### src/rtl/uplink_pkg.sv
`default_nettype none
// ============================================================================
// Module   : uplink_pkg
// Purpose  : Shared types and constants for the uplink TX arbiter.
//            Optional source tag byte: UPLINK_SRC_TAG_EN.
// Revision : 1.0 - initial release
// ============================================================================
package uplink_pkg;

`ifdef UPLINK_SRC_TAG_EN
    typedef enum logic [2:0] {
        ST_IDLE  = 3'd0,
        ST_TAG   = 3'd1,
        ST_FETCH = 3'd2,
        ST_SEND  = 3'd3,
        ST_WAIT  = 3'd4
    } state_t;
`else
    typedef enum logic [2:0] {
        ST_IDLE  = 3'd0,
        ST_FETCH = 3'd2,
        ST_SEND  = 3'd3,
        ST_WAIT  = 3'd4
    } state_t;
`endif

    localparam logic [1:0] SRC_FREQ   = 2'd0;
    localparam logic [1:0] SRC_ADDA   = 2'd1;
    localparam logic [1:0] SRC_LOGIC  = 2'd2;
    localparam logic [1:0] GRANT_NONE = 2'd3;
    localparam logic [7:0] TAG_BASE   = 8'hF0;

    // Next source index in the 0 -> 1 -> 2 -> 0 ring; an out-of-range
    // value wraps to source 0.
    function automatic logic [1:0] rr_next(input logic [1:0] x);
        return (x >= SRC_LOGIC) ? SRC_FREQ : (x + 2'd1);
    endfunction

endpackage : uplink_pkg
`default_nettype wire

### src/rtl/uplink_rr_pick.sv
`default_nettype none
// ============================================================================
// Module   : uplink_rr_pick
// Purpose  : Combinational 3-way round-robin picker. The search starts at
//            the source after 'last' and wraps around the ring.
// Revision : 1.0 - initial release
// ============================================================================
module uplink_rr_pick
    import uplink_pkg::*;
(
    input  logic [2:0] req,
    input  logic [1:0] last,
    output logic [1:0] idx,
    output logic       any
);

    logic [1:0] w_c0;
    logic [1:0] w_c1;
    logic [1:0] w_c2;

    // Walk the ring starting one past the previous owner; first requester wins.
    always_comb begin
        w_c0 = rr_next(last);
        w_c1 = rr_next(w_c0);
        w_c2 = rr_next(w_c1);
        any  = |req;
        idx  = w_c0;
        if (req[w_c0]) begin
            idx = w_c0;
        end else if (req[w_c1]) begin
            idx = w_c1;
        end else if (req[w_c2]) begin
            idx = w_c2;
        end
    end

endmodule : uplink_rr_pick
`default_nettype wire

### src/rtl/uplink_tx_arbiter.sv
`default_nettype none
// ============================================================================
// Module   : uplink_tx_arbiter
// Purpose  : Packet-level round-robin arbiter sharing the UART uplink between
//            the frequency meter, AD/DA capture and logic analyser. Locks onto
//            one source for a whole packet and feeds the byte transmitter one
//            byte at a time, honouring its done pulse. A stalled packet is
//            dropped after TIMEOUT_CYC idle FETCH cycles.
//            Optional macro UPLINK_SRC_TAG_EN: prefix each packet with a tag
//            byte 8'hF0 | grant.
// Revision : 1.0 - initial release
// ============================================================================
module uplink_tx_arbiter
    import uplink_pkg::*;
#(
    parameter int TIMEOUT_CYC = 1_000_000
)
(
    input  logic        clk,
    input  logic        reset,
    input  logic [2:0]  src_en,
    input  logic [2:0]  src_valid,
    input  logic [23:0] src_data,
    input  logic [2:0]  src_last,
    output logic [2:0]  src_ready,
    output logic        tx_start,
    output logic [7:0]  tx_data,
    input  logic        tx_done,
    output logic [1:0]  grant,
    output logic        busy,
    output logic        abort
);

    localparam int                 c_cnt_w   = $clog2(TIMEOUT_CYC + 1);
    localparam logic [c_cnt_w-1:0] c_timeout = c_cnt_w'(TIMEOUT_CYC);

    state_t             r_state;
    state_t             w_next;
    logic [1:0]         r_grant;
    logic [1:0]         r_last_grant;
    logic [7:0]         r_tx_data;
    logic               r_last;
    logic               r_abort;
    logic [c_cnt_w-1:0] r_cnt;
    logic [c_cnt_w-1:0] w_cnt_inc;

    logic [2:0]         w_cand;
    logic [1:0]         w_pick_idx;
    logic               w_pick_any;
    logic [7:0]         w_sel_data;
    logic [2:0]         w_src_ready;
    logic               w_tx_start;
    logic               w_xfer;
    logic               w_timeout;
    logic               w_to_idle;

    // Enables only matter while choosing the next packet owner.
    assign w_cand    = src_valid & src_en;
    assign w_cnt_inc = r_cnt + c_cnt_w'(1);

    uplink_rr_pick u_pick (
        .req  (w_cand),
        .last (r_last_grant),
        .idx  (w_pick_idx),
        .any  (w_pick_any)
    );

    // Byte lane of the current owner.
    always_comb begin
        case (r_grant)
            SRC_FREQ:  w_sel_data = src_data[7:0];
            SRC_ADDA:  w_sel_data = src_data[15:8];
            SRC_LOGIC: w_sel_data = src_data[23:16];
            default:   w_sel_data = 8'h00;
        endcase
    end

    // State register.
    always_ff @(posedge clk or posedge reset) begin
        if (reset) begin
            r_state <= ST_IDLE;
        end else begin
            r_state <= w_next;
        end
    end

    // Next-state and per-state strobes.
    always_comb begin
        w_next      = r_state;
        w_src_ready = 3'b000;
        w_tx_start  = 1'b0;
        w_xfer      = 1'b0;
        w_timeout   = 1'b0;
        w_to_idle   = 1'b0;
        case (r_state)
            ST_IDLE: begin
                if (w_pick_any) begin
`ifdef UPLINK_SRC_TAG_EN
                    w_next = ST_TAG;
`else
                    w_next = ST_FETCH;
`endif
                end
            end
`ifdef UPLINK_SRC_TAG_EN
            ST_TAG: begin
                w_tx_start = 1'b1;
                w_next     = ST_WAIT;
            end
`endif
            ST_FETCH: begin
                w_src_ready = 3'b001 << r_grant;
                w_xfer      = |(src_valid & w_src_ready);
                if (w_xfer) begin
                    w_next = ST_SEND;
                end else if (w_cnt_inc == c_timeout) begin
                    w_timeout = 1'b1;
                    w_to_idle = 1'b1;
                    w_next    = ST_IDLE;
                end
            end
            ST_SEND: begin
                w_tx_start = 1'b1;
                w_next     = ST_WAIT;
            end
            ST_WAIT: begin
                if (tx_done) begin
                    if (r_last) begin
                        w_to_idle = 1'b1;
                        w_next    = ST_IDLE;
                    end else begin
                        w_next = ST_FETCH;
                    end
                end
            end
            default: begin
                w_next = ST_IDLE;
            end
        endcase
    end

    // Grant bookkeeping, byte capture and abort pulse.
    always_ff @(posedge clk or posedge reset) begin
        if (reset) begin
            r_grant      <= GRANT_NONE;
            r_last_grant <= SRC_LOGIC;
            r_tx_data    <= 8'h00;
            r_last       <= 1'b0;
            r_abort      <= 1'b0;
        end else begin
            r_abort <= w_timeout;
            if (r_state == ST_IDLE && w_pick_any) begin
                r_grant <= w_pick_idx;
`ifdef UPLINK_SRC_TAG_EN
                r_tx_data <= TAG_BASE | {6'b000000, w_pick_idx};
                r_last    <= 1'b0;
`endif
            end
            if (w_xfer) begin
                r_tx_data <= w_sel_data;
                r_last    <= src_last[r_grant];
            end
            if (w_to_idle) begin
                r_last_grant <= r_grant;
                r_grant      <= GRANT_NONE;
            end
        end
    end

    // Stall counter: restarts on each entry to FETCH, counts idle FETCH cycles.
    always_ff @(posedge clk or posedge reset) begin
        if (reset) begin
            r_cnt <= '0;
        end else if (w_next == ST_FETCH && r_state != ST_FETCH) begin
            r_cnt <= '0;
        end else if (r_state == ST_FETCH && !w_xfer) begin
            r_cnt <= w_cnt_inc;
        end
    end

    assign src_ready = w_src_ready;
    assign tx_start  = w_tx_start;
    assign tx_data   = r_tx_data;
    assign grant     = r_grant;
    assign busy      = (r_state != ST_IDLE);
    assign abort     = r_abort;

endmodule : uplink_tx_arbiter
`default_nettype wire
### config.mk
export PLATFORM = sky130hd
export DESIGN_NAME = uplink_tx_arbiter
export DESIGN_NICKNAME = d
export VERILOG_FILES = /design/src/rtl/uplink_pkg.sv /design/src/rtl/uplink_rr_pick.sv /design/src/rtl/uplink_tx_arbiter.sv
export SDC_FILE = /design/constraint.sdc
export NUM_CORES = 1
export LEC_CHECK = 0
export CELL_PAD_IN_SITES_DETAIL_PLACEMENT = 0
export CELL_PAD_IN_SITES_GLOBAL_PLACEMENT = 1
export CORE_MARGIN = 2
export CORE_UTILIZATION = 38
export CTS_CLUSTER_DIAMETER = 200
export DETAILED_ROUTE_END_ITERATION = 6
export PLACE_DENSITY = 0.92
export SLEW_MARGIN = 20
export SYNTH_ARGS = -nofsm -noshare
export SYNTH_HDL_FRONTEND = slang
export SYNTH_SLANG_ARGS = --single-unit
### constraint.sdc
create_clock -name clk -period 3.1 [get_ports clk]
set_input_delay 0.62 -clock clk [delete_from_list [all_inputs] [get_ports clk]]
set_output_delay 0.62 -clock clk [all_outputs]
set_load 0.01 [all_outputs]
==> results of run 1 <==
[worst register-to-register path: stages (launching register included)]
cell and delay, ps:
dfrtp_1 470, ha_1 340, nand3_1 150, or2_1 300
o31a_1 330, a2111oi_4 390, nand4b_4 180, a211o_1 330
[cells in the final DEF (no fill, tap or decap), types with 3 or more instances in the layout]
master,Yosys,layout
xnor2_1,12,12
dfstp_2,3,3
nor4_1,4,4
inv_1,4,4
dfrtp_1,34,34
xor2_1,7,7
nand3_1,8,8
nand4_1,8,8
buf_4,0,4
clkbuf_8,0,6
o21ai_0,22,22
a21oi_1,15,15
nor3_1,10,10
and2_1,3,3
nand2_1,27,27
o31ai_1,3,3
mux2i_1,16,16
and3_1,4,4
clkdlybuf4s50_1,0,51
nor2_1,34,34
or3_1,4,4
[state kept, by name, indices dropped and copies added (netlist names)]
| signal | count |
|---|---|
| r_state | 3 |
| r_cnt | 20 |
| tx_data | 8 |
| abort | 1 |
| grant | 2 |
| r_last | 1 |
| r_last_grant | 2 |
[area by class of cell]
| cell class | instances | area share [%] |
|---|---|---|
| well taps | 75 | 3.06 |
| inverters | 4 | 0.490 |
| clock buffers | 6 | 2.70 |
| clock inverters | 2 | 1.23 |
| multi-input cells | 215 | 44.5 |
| repair buffers | 55 | 17.6 |
| flip-flops and latches | 37 | 30.4 |
[final timing paths]
| kind | depth (start not counted) | start | slack (ps) | endpoint |
|---|---|---|---|---|
| worst min-delay path | 2 | tx_data[5] | 480 | tx_data[5] |
| worst min register to register | 2 | tx_data[5] | 480 | tx_data[5] |
| worst max register to register | 7 | r_cnt[1] | 500 | r_state[1] |
| min in group asynchronous | 3 | reset | 740 | r_cnt[5] |
| worst max-delay path | 3 | grant[0] | 330 | src_ready[1] |
| max in group asynchronous | 3 | reset | 2020 | r_last_grant[1] |
[where the power goes]
group          total [mW]  switching (mW)  leakage (nW)  internal (mW)
combinational       0.901           0.465         0.724          0.436
sequential          0.760           0.152         0.487          0.608
clock               0.443           0.181        0.0574          0.262
total                2.10           0.799          1.27           1.31
[layer usage]
layer | wire [µm] | GRT usage (%)
met3 | 393 | 4.87
met2 | 2530 | 26.5
met5 | 0 | 0
met1 | 2460 | 20.3
met4 | 65 | 3.73
[kinds of logic after synthesis]
kind of cell / Yosys count / share of synthesized area [%]
muxes: 17 / 7.17
DFF: 37 / 38.9
adders and majority gates: 2 / 1.05
AOI/OAI and AO/OA: 57 / 15.2
buffers and inverters: 21 / 4.08
xor gates and xnor gates: 19 / 6.96
and+or+nand+nor: 120 / 26.6
[through the flow]
stage	cells	hold slack, ps	instance area [µm²]
final	394	480	3060
after global routing	394	512	3060
after CTS	394	487	3060
after detailed placement	386	469	2940
after global placement	386	460	2940
after floorplan	273	494	2390
[synth_stat cells (all sizes together), types with 2 or more instances]
| cell | n | area, µm² |
|---|---|---|
| a21oi | 16 | 83.8 |
| a311oi | 2 | 17.5 |
| a31oi | 2 | 12.5 |
| and2 | 3 | 18.8 |
| and3 | 4 | 25.0 |
| buf | 5 | 37.5 |
| clkbuf | 12 | 45.0 |
| dfrtp | 34 | 851 |
| dfstp | 3 | 78.8 |
| ha | 2 | 25.0 |
| inv | 4 | 15.0 |
| mux2i | 16 | 160 |
| nand2 | 27 | 101 |
| nand3 | 8 | 40.0 |
| nand3b | 2 | 15.0 |
| nand4 | 9 | 71.3 |
| nand4b | 2 | 32.5 |
| nor2 | 34 | 128 |
| nor2b | 2 | 12.5 |
| nor3 | 10 | 50.1 |
| nor3b | 2 | 15.0 |
| nor4 | 4 | 25.0 |
| o211ai | 2 | 15.0 |
| o21ai | 22 | 110 |
| o31a | 2 | 17.5 |
| o31ai | 3 | 22.5 |
| or2 | 2 | 12.5 |
| or3 | 4 | 25.0 |
| or4 | 2 | 18.8 |
| xnor2 | 12 | 105 |
| xor2 | 7 | 61.3 |
==> impl_results.md, run 1 <==
* Outcome: completed
* Share of layout cells above drive strength 1 at 7.52%
* Initial DRC Count at 159
* H-tree Lvls at 2
* Num rows at 28
* End-of-flow core utilization at 51.1%
* Mapped cell area at 2390 µm²
* DRT Wirelength at 5.45 mm
* P&R area growth vs syn at 28.1%
* Drc violations at 0
* CP max stage cell: nor2b_1
* Area taken by multi-input logic gates at 1360 µm²
* Crit-path leading delay family: simple AND/OR/NAND/NOR gates
* Critical Path Fanout Max at 10
* Leakage power at 1.27 nW
* Die H at 83.3 µm
* Worst Path Required at 2480 ps
* Core area at 5990 µm²
* Power Total at 2.10 mW
* Synthesized area per cell at 8.76 µm²
* Total number of vias at 2129
* Post-CTS setup buffer count at 0
* Max_cap viols at 0
* Setup tns final at 0 ps
* Total GRT Usage at 15.9%
* FILL cells at 577
* CTS Sinks at 37
* Clock tree buffer depth at 2
* RSZ-0062 raised after global routing: false
* Drt first pass iters at 5
* Final Setup Violations at 0
* Slowest Stage Delay on Critical Path at 550 ps
* WP data arrival at 2150 ps
* Final worst slack at 334 ps
* Ys flop type: dfrtp_1
* Routed wire per std cell at 13.8 µm
* Post-cts resize count at 0
* Clk pin slew, worst setup/hold paths at 80 ps
* Yosys warning count at 0
* Starting Density at 39.9%
* Antenna-violating nets left at 0
* CP Launch Type: register
* Final Hold Viols at 0
* DP Worst Slack at 495 ps
* Diode count at 0
* Critical-path cell list: nor2b_1 -> and2_1 -> clkdlybuf4s50_1
* VDD IR max at 471 µV
* Vias in the first global route at 1993
* Worst Hold Class: reg2reg
* FF/Latch Area at 930 µm²
* CP bufs+invs at 1
* FF+latch count, synth at 37
* Routability cong. at 0.923
* Fin. max-slew vios at 0
* Skew final at 4.92 ps
* Die area at 6940 µm²
* Chip Width at 83.3 µm
* TritonCTS buffer count at 5
* Instance count of the mapped netlist at 273
* Grt ovf at 0
* Post-synth cell types at 50
* Vias per inst at 5.40
* Power Density at 687 nW/µm²
* Tmin final at 2770 ps
* EDFF count, synth at 0
* PortBufs at 51
* Slew @ Worst Pin at 789 ps
* Clk_lat worst skew at 290 ps
* Hold Buf Count CTS at 0
* Mapped Nets at 311
* Post-DP HPWL at 4.07 mm
* CTS tree: yes
* Final #Nets at 356
* Slew HR at 46.9%
* Initial antenna violation count at 0
* FMAX at 0.362 GHz
* Worst setup EP type: output port
* CTS root buf: clkbuf_8
* Largest net degree at the start of global routing at 38
* IO Count at 52
* Period utilisation layout at 89.2%
* WS Path Type: reg2out
* First-pass GRT wire length at 9.23 mm
* Post-synth ARST share at 100%
* Register area share after synthesis at 38.9%
No activity file was read; power rests on OpenSTA's default activity.
==> run 2, diff against run 1 <==
--- a/config.mk
+++ b/config.mk
@@ -5,6 +5,7 @@
 export SDC_FILE = /design/constraint.sdc
 export NUM_CORES = 1
 export LEC_CHECK = 0
+export ABC_CLOCK_PERIOD_IN_PS = 3100
 export CELL_PAD_IN_SITES_DETAIL_PLACEMENT = 0
 export CELL_PAD_IN_SITES_GLOBAL_PLACEMENT = 1
 export CORE_MARGIN = 2
@@ -12,7 +13,9 @@
 export CTS_CLUSTER_DIAMETER = 200
 export DETAILED_ROUTE_END_ITERATION = 6
 export PLACE_DENSITY = 0.92
+export RECOVER_POWER = 100
 export SLEW_MARGIN = 20
 export SYNTH_ARGS = -nofsm -noshare
 export SYNTH_HDL_FRONTEND = slang
+export SYNTH_HIERARCHICAL = 1
 export SYNTH_SLANG_ARGS = --single-unit
==> impl_results.md, run 2 <==
* TritonCTS buffer count at 5 (unchanged)
* FF+latch count, synth at 37 (unchanged)
* Power Total at 2.01 mW (-4.3%)
* Seq pwr share at 37.6% (+1.5 points)
* First-pass GRT wire length at 10.3 mm (+12%)
* Final Hold Viols at 0 (unchanged)
* Total number of vias at 2203 (+3.5%)
* P&R area growth vs syn at 28.1% (about the same)
* Drt first pass iters at 4 (-1)
* EDFF count, synth at 0 (unchanged)
* CTS root buf: clkbuf_8
* Die H at 83.6 µm (+0.35%)
* Skew final at 4.16 ps (-0.760 ps)
* Leakage power at 1.33 nW (+4.9%)
* Logic pwr share at 43.7% (+0.9 points)
* Internal at 1.23 mW (-5.7%)
* Initial antenna violation count at 0 (unchanged)
* Final #Nets at 362 (+1.7%)
* WS Path Type: in2reg
* Setup tns final at 0 ps (unchanged)
* Core area at 6240 µm² (+4.2%)
* Power Density at 653 nW/µm² (-4.9%)
* Grt ovf at 0 (unchanged)
* Most frequent cell after synthesis: nor2_1
* Diode count at 0 (unchanged)
* Instance count of the mapped netlist at 276 (+1.1%)
* Sw power at 0.784 mW (-1.8%)
* Worst Path Required at 3280 ps (+800 ps)
* Final worst slack at 439 ps (+104 ps)
* Post-synth ARST share at 100% (unchanged)
* Synthesized area per cell at 8.73 µm² (-0.36%)
* CTS Sinks at 37 (unchanged)
* Worst setup EP type: register
* Largest Register: r_cnt
* Worst Hold Class: reg2reg
* Synth area leader: dfrtp_1
* Post-synth cell types at 54 (+8.0%)
* DP Worst Slack at 474 ps (-21.3 ps)
* Hold Buf Count CTS at 0 (unchanged)
* Routability cong. at 0.872 (-5.5%)
* FILL cells at 615 (+6.6%)
* Period utilisation layout at 85.8% (-3.4 points)
* Starting Density at 38.6% (-1.3 points)
* Critical Path Fanout Max at 21 (+11)
* Post-CTS setup buffer count at 0 (unchanged)
* Clk pin slew, worst setup/hold paths at 70 ps (about the same)
* Vias per inst at 5.47 (+1.2%)
* Ys flop type: dfrtp_1
* Sw Share at 38.9% (+0.96 points)
* Top post-synthesis cells by area: dfrtp_1 35%, mux2i_1 6.2%, nor2_1 5.8%
* Max reg flops at 20 (unchanged)
* Num rows at 29 (+3.6%)
* Mapped Nets at 313 (+0.64%)
* Area after DPL at 2990 µm² (+1.6%)
* VDD IR max at 478 µV (+1.5%)
* Post-DP HPWL at 4.39 mm (+7.7%)
* Share of layout cells above drive strength 1 at 8.90% (+1.4 points)
* Total GRT Usage at 17.9% (+2.0 points)
* Fin. max-slew vios at 0 (unchanged)
* Die area at 6990 µm² (+0.70%)
* WP data arrival at 2840 ps (+690 ps)
* Mapped cell area at 2410 µm² (+0.73%)
* Yosys warning count at 6 (+6)
* Post-cts resize count at 0 (unchanged)
* Vias in the first global route at 2088 (+4.8%)
* Clock power frac at 18.7% (-2.3 points)
* Commonest non-fill, non-tap cell in the layout: nor2_1
* Chip Width at 83.6 µm (+0.35%)
* Tmin final at 2660 ps (-104 ps)
* Synth top cells by count: 37 x nor2_1, 34 x dfrtp_1, 23 x nand2_1
* Clk_lat worst skew at 290 ps (about the same)
* Outcome: completed
* Initial DRC Count at 107 (-33%)
* IO Count at 52 (unchanged)
* CP Launch Type: primary input
* Register area share after synthesis at 38.6% (-0.28 points)
* Slew HR at 34.5% (-12 points)
* PortBufs at 51 (unchanged)
* Largest net degree at the start of global routing at 38 (unchanged)
* Slew @ Worst Pin at 982 ps (+193 ps)
* Max_cap viols at 0 (unchanged)
* Drc violations at 0 (unchanged)
* Design area at 3080 µm² (+0.69%)
* CTS tree: yes
* Final Setup Violations at 0 (unchanged)
* RSZ-0062 raised after global routing: false
* FMAX at 0.376 GHz (+3.9%)
* DRT Wirelength at 5.96 mm (+9.4%)
* Area share of the largest cell type after synthesis at 35.3% (-0.26 points)
* Antenna-violating nets left at 0 (unchanged)
* Clock tree buffer depth at 2 (unchanged)
* Routed wire per std cell at 14.8 µm (+6.9%)
* Commonest cells after routing, fill and taps aside: 37 x nor2_1, 34 x dfrtp_1, 34 x clkdlybuf4s50_1
* H-tree Lvls at 2 (unchanged)
==> run 2: cell type report <==
| class | count | area [µm²] | area share, % |
|---|---|---|---|
| multi-input combinational | 217 | 1390 | 44.9 |
| sequential | 37 | 930 | 30.1 |
| timing repair buffer | 56 | 542 | 17.6 |
| clock buffer | 7 | 96.3 | 3.12 |
| tap | 77 | 96.3 | 3.12 |
| inverter | 8 | 30.0 | 0.974 |
| clock inverter | 1 | 5.00 | 0.162 |
==> run 2: layer usage <==
layer	track usage, %	vias up	share of wire (%)
met5	0	-	0
met4	4.84	0	1.4
met3	2.67	9	3.6
met2	28.7	48	48
met1	25.4	1062	47
li1	-	1084	-
==> run 2: worst paths after layout <==
path                                   start  cells past startpoint              end  slack, ps
worst min-delay path              tx_data[2]                      2       tx_data[2]        480
worst max-delay path            src_valid[1]                      7       r_state[1]        440
worst max register to register      grant[0]                      6        r_cnt[19]        770
max in group asynchronous              reset                      3  r_last_grant[0]       1440
worst min register to register    tx_data[2]                      2       tx_data[2]        480
min in group asynchronous              reset                      3       tx_data[6]       1060
==> run 2: power by group through the flow <==
stage	clock network, mW	registers [mW]	logic (mW)
2_1_floorplan	0	0.707	0.586
3_3_place_gp	0	0.766	0.915
3_5_place_dp	0	0.769	0.924
4_1_cts	0.386	0.762	0.929
5_1_grt	0.406	0.783	0.984
6_report	0.377	0.757	0.880
==> run 2: cell families after synthesis <==
family          after synthesis  share of synthesized area [%]
compound gates               51                           15.0
xor+xnor                     18                           6.55
fa+ha+maj                     1                          0.519
buf+inv                      22                           4.10
flops                        37                           38.6
mux                          15                           6.23
simple gates                132                           29.0
==> run 2: worst max-delay path, cell delays in order <==
cell and delay (ps):
dlygate4sd3_1 560, and2_0 230, or3_2 500, mux2i_1 170, nor3_2 50, clkbuf_1 410, a21o_1 300
==> run 2: metrics by stage <==
| stage | utilization [%] | cells | hold slack, ps |
|---|---|---|---|
| after floorplan | - | 276 | 486 |
| after global placement | 47.9 | 395 | 463 |
| after detailed placement | 47.9 | 395 | 470 |
| after CTS | 49.5 | 403 | 487 |
| after global routing | 49.4 | 403 | 511 |
| final | 49.4 | 403 | 476 |
